[config.mk]
export PLATFORM = sky130hd
export DESIGN_NAME = mem_wb_pipe_reg
export DESIGN_NICKNAME = d
export VERILOG_FILES = /design/src/rtl/mem_wb_pipe_reg.sv
export SDC_FILE = /design/constraint.sdc
export NUM_CORES = 1
export LEC_CHECK = 0
export ABC_AREA = 1
export CAP_MARGIN = 20
export CORE_MARGIN = 4
export CORE_UTILIZATION = 45
export CTS_BUF_LIST = sky130_fd_sc_hd__clkbuf_16
export DETAILED_ROUTE_END_ITERATION = 16
export DONT_BUFFER_PORTS = 1
export MAX_ROUTING_LAYER = met4
export RECOVER_POWER = 100
export SKIP_CTS_REPAIR_TIMING = 1
export SLEW_MARGIN = 20
export SYNTH_ARGS = -nofsm -noshare
export SYNTH_HDL_FRONTEND = slang
export SYNTH_SLANG_ARGS = --single-unit
[constraint.sdc]
create_clock -name clk -period 0.8 [get_ports clk]
set_input_delay 0.08 -clock clk [delete_from_list [all_inputs] [get_ports clk]]
set_output_delay 0.08 -clock clk [all_outputs]
set_load 0.05 [all_outputs]
[src/rtl/mem_wb_pipe_reg.sv]
// MEM/WB pipeline register: holds MEM-stage results and WB control bits for one
// pipeline cycle, built from enable/async-reset flip-flop primitives.

module D_FlipFlop (
  output logic q,
  input  logic d,
  input  logic en,
  input  logic reset,
  input  logic clk
);
  always_ff @(posedge clk or negedge reset) begin
    if (!reset) begin
      q <= 1'b0;
    end else if (en) begin
      q <= d;
    end
  end
endmodule

// One flip-flop per bit; the width defaults to the name so the 32-bit
// datapath can still be narrowed through the top-level parameter.
module register_5 #(
  parameter int W = 5
) (
  output logic [W-1:0] q,
  input  logic [W-1:0] d,
  input  logic         en,
  input  logic         reset,
  input  logic         clk
);
  for (genvar gi = 0; gi < W; gi++) begin : gBit
    D_FlipFlop uFf (.q(q[gi]), .d(d[gi]), .en(en), .reset(reset), .clk(clk));
  end
endmodule

module register_32 #(
  parameter int W = 32
) (
  output logic [W-1:0] q,
  input  logic [W-1:0] d,
  input  logic         en,
  input  logic         reset,
  input  logic         clk
);
  for (genvar gi = 0; gi < W; gi++) begin : gBit
    D_FlipFlop uFf (.q(q[gi]), .d(d[gi]), .en(en), .reset(reset), .clk(clk));
  end
endmodule

module mem_wb_pipe_reg #(
  parameter int DATA_W = 32,
  parameter int REG_W  = 5
) (
  input  logic              clk,
  input  logic              reset,
  input  logic              write,
  input  logic [DATA_W-1:0] memDataIn,
  input  logic [DATA_W-1:0] aluResultIn,
  input  logic [REG_W-1:0]  writeRegIn,
  input  logic              regWriteIn,
  input  logic              memToRegIn,
  output logic [DATA_W-1:0] memDataOut,
  output logic [DATA_W-1:0] aluResultOut,
  output logic [REG_W-1:0]  writeRegOut,
  output logic              regWriteOut,
  output logic              memToRegOut
);
  // Every field shares the same enable, so a stall freezes the whole stage.
  register_32 #(.W(DATA_W)) uMemData (
    .q(memDataOut), .d(memDataIn), .en(write), .reset(reset), .clk(clk)
  );

  register_32 #(.W(DATA_W)) uAluResult (
    .q(aluResultOut), .d(aluResultIn), .en(write), .reset(reset), .clk(clk)
  );

  register_5 #(.W(REG_W)) uWriteReg (
    .q(writeRegOut), .d(writeRegIn), .en(write), .reset(reset), .clk(clk)
  );

  D_FlipFlop uRegWrite (
    .q(regWriteOut), .d(regWriteIn), .en(write), .reset(reset), .clk(clk)
  );

  D_FlipFlop uMemToReg (
    .q(memToRegOut), .d(memToRegIn), .en(write), .reset(reset), .clk(clk)
  );
endmodule

==> metrics.log <==
INFO  metric timing.critical_path.buf_inv = 1
INFO  metric netlist_instances = about 370
INFO  metric yosys-top-cells-area = dfrtp_1 (55%), nand2_1 (25%), buf_4 (17%)
INFO  metric grt_max_degree = 73
INFO  metric failing_checks = negative hold slack, negative setup slack
INFO  metric tritoncts_clock_tree = built
INFO  metric drive_gt1_share = 22.5%
INFO  metric finish.net_count = 533
INFO  metric finalInstanceArea = 5270 um^2
INFO  metric path_cells = buf_12
INFO  metric clock-root-buffer = clkbuf_16
INFO  metric timing.critical_path.arrival = 900 ps
INFO  metric tritoncts_buffers = 9
INFO  metric ys_warn_count = 0
INFO  metric drt_pre_antenna_iters = 4
INFO  metric dieArea = about 8600 um^2
INFO  metric final-hold-violation-count = around 140
INFO  metric rsz_0062_raised_after_global_routing = true
INFO  metric worst-slew-pin-transition = 165 ps
INFO  metric max_cap_violations = 0
INFO  metric avgRoutedWirePerCell = 15.1 um
INFO  metric syn-mean-instance-area = approximately 8.7 um^2
INFO  metric crit_path_max_incr_delay = 420 ps
INFO  metric cp_slowest_cell = dfrtp_1
INFO  metric synth_seq_cells = 71
INFO  metric min-delay-path-class = in -> async
INFO  metric ratio_of_final_minimum_period_to_clock_period = 123%
INFO  metric r2r_slack = 10 ps
INFO  metric clock.fmax = roughly 1000 MHz
INFO  metric dr_total_vias = 2549
INFO  metric design.core.area = between 6000 and 7000 um^2
INFO  metric antennaDiodeCount = 0
INFO  metric finalWorstSetupSlack = -183 ps
INFO  metric pin_count = 145
INFO  metric areaGrowthSynthToFinish = 63.4%
INFO  metric synth_sequential_area_ratio = 55.1%
INFO  metric grt_pass1_vias = 2184
INFO  metric synth_top_area_share = 55.1%
INFO  metric p_leak = 2.67 nW
INFO  metric antenna_violating_nets_post_route = 0
INFO  metric grt_antenna_before_repair = 0
INFO  metric die_height = 92.7 um
INFO  metric run_status = complete, but fails checks
INFO  metric synth_largest_area_cell = dfrtp_1
INFO  metric num_rows = 30
INFO  metric grt_first_pass_wirelength = around 11 mm
INFO  metric gr-total-overflow = 0
INFO  metric total_power = 10.9 mW
INFO  metric drt_iter0_markers = around 170
INFO  metric detail_route.drc_violations = 0
INFO  metric dpl-instance-area = 4180 um^2
INFO  metric clock_latency_of_the_later_clocked_register_in_the_worst_skew_pair = 310 ps
INFO  metric stdcell_count = 559
INFO  metric drt-total-wl = 8.44 mm
INFO  metric finalClockSkew = 0 ps
INFO  metric worst_ir_drop_vdd = 0.00130 V
INFO  metric path_max_fanout = 2
INFO  metric place_inst = between 400 and 500
INFO  metric die_width = approximately 93 um
INFO  metric startpoint_type_of_the_worst_setup_path = flop
INFO  metric htree_levels = 3
INFO  metric maxSlewViolCount = 0
INFO  metric start_util = 47.0%
INFO  metric maxSlewHeadroom = 89.0%
INFO  metric cp.required = 720 ps
INFO  metric clk_path_buf_depth = 2
INFO  metric final.min_clock_period = 983 ps
INFO  metric mappedNetlistNets = 443
INFO  metric clkSinkCount = 71
INFO  metric powerDensity = around 2100 nW/um^2
INFO  metric critPathCaptureType = output pin
INFO  metric numPortBuffers = 0
INFO  metric syn_area = 3230 um^2
INFO  metric cp_top_family = flip-flops
INFO  metric viasPerCell = 4.56
INFO  metric worstSetupPathType = reg -> out
INFO  metric place.detailed.hpwl = 5.03 mm
INFO  metric synth.distinct_cells = 6
INFO  metric finalWeightedCongestion = 0.710
INFO  metric clkTransAtPathRegs = 50 ps
INFO  metric global_route.usage.total = 16.6%
INFO  metric final-setup-viol-count = 71
INFO  metric fin_hold_ws = -545 ps
layout make-up:
| class | count | area, um^2 |
|---|---|---|
| inverter | 1 | 8.76 |
| clock buffer | 9 | 225 |
| sequential | 71 | 1780 |
| multi-input combinational | 213 | 800 |
| clock inverter | 6 | 23.8 |
| tap | 96 | 120 |
| timing repair buffer | 163 | 2320 |
| fill | 450 | 1600 |
cells by family after synthesis:
family | after synthesis | share of synthesized area [%]
buffers and inverters | 85 | 20.2
AND/OR/NAND/NOR | 213 | 24.8
flip-flops | 71 | 55.1
through the flow:
stage | TNS (ps) | util, % | hold WS [ps] | setup slack (ps)
final | -11440 | 76.8 | -545 | -183
after global routing | -13200 | 76.8 | -557 | -209
after CTS | -12200 | 64.4 | -556 | -187
after detailed placement | 0 | 60.8 | -214 | 120
after global placement | 0 | 60.8 | -214 | 166
after floorplan | 0 | - | -216 | 50.1
final timing paths:
path,startpoint,end,cells past startpoint
setup / recovery,uMemData.gBit[17].uFf.q,memDataOut[17],1
max in group asynchronous,reset,uRegWrite.q,0
hold reg to reg,uRegWrite.q,uRegWrite.q,2
min in group clk,write,uWriteReg.gBit[1].uFf.q,2
setup reg to reg,uMemData.gBit[24].uFf.q,uMemData.gBit[24].uFf.q,3
hold / removal,reset,uAluResult.gBit[10].uFf.q,0
cell usage in the layout, fill, tap and decap left out:
master / Yosys / layout
buf_12: 0 / 73
buf_4: 71 / 5
clkbuf_16: 0 / 9
clkbuf_4: 0 / 13
clkinv_1: 0 / 2
clkinv_2: 0 / 1
dfrtp_1: 71 / 69
dfrtp_2: 0 / 2
dlygate4sd3_1: 0 / 72
inv_1: 0 / 3
inv_6: 1 / 1
nand2_1: 213 / 213
state kept, by name, indices dropped and copies added, names as in the netlist:
signal,flops
uAluResult.gBit.uFf.q,32
uMemData.gBit.uFf.q,32
uWriteReg.gBit.uFf.q,5
uMemToReg.q,1
uRegWrite.q,1
synthesized netlist by cell type:
cell / number
nand2_1: 213
buf_4: 71
dfrtp_1: 71
buf_6: 7
buf_2: 6
inv_6: 1
power breakdown:
part	internal [mW]	leakage, nW	switching (mW)
clock network	2.02	0.134	1.32
registers	3.92	0.862	0.353
logic	1.68	1.67	1.65
layer usage:
layer  wire [um]  vias to the layer above  GRT usage [%]  part of all wire, %
li1            -                     1211              -                    -
met1        3050                     1235           18.2                   36
met2        4820                       89           29.2                   57
met3         450                       14           4.55                  5.3
met4         119                        0           5.13                  1.4
met5           0                        -              -                    0
Note: power is estimated with default switching activity, not from simulation.
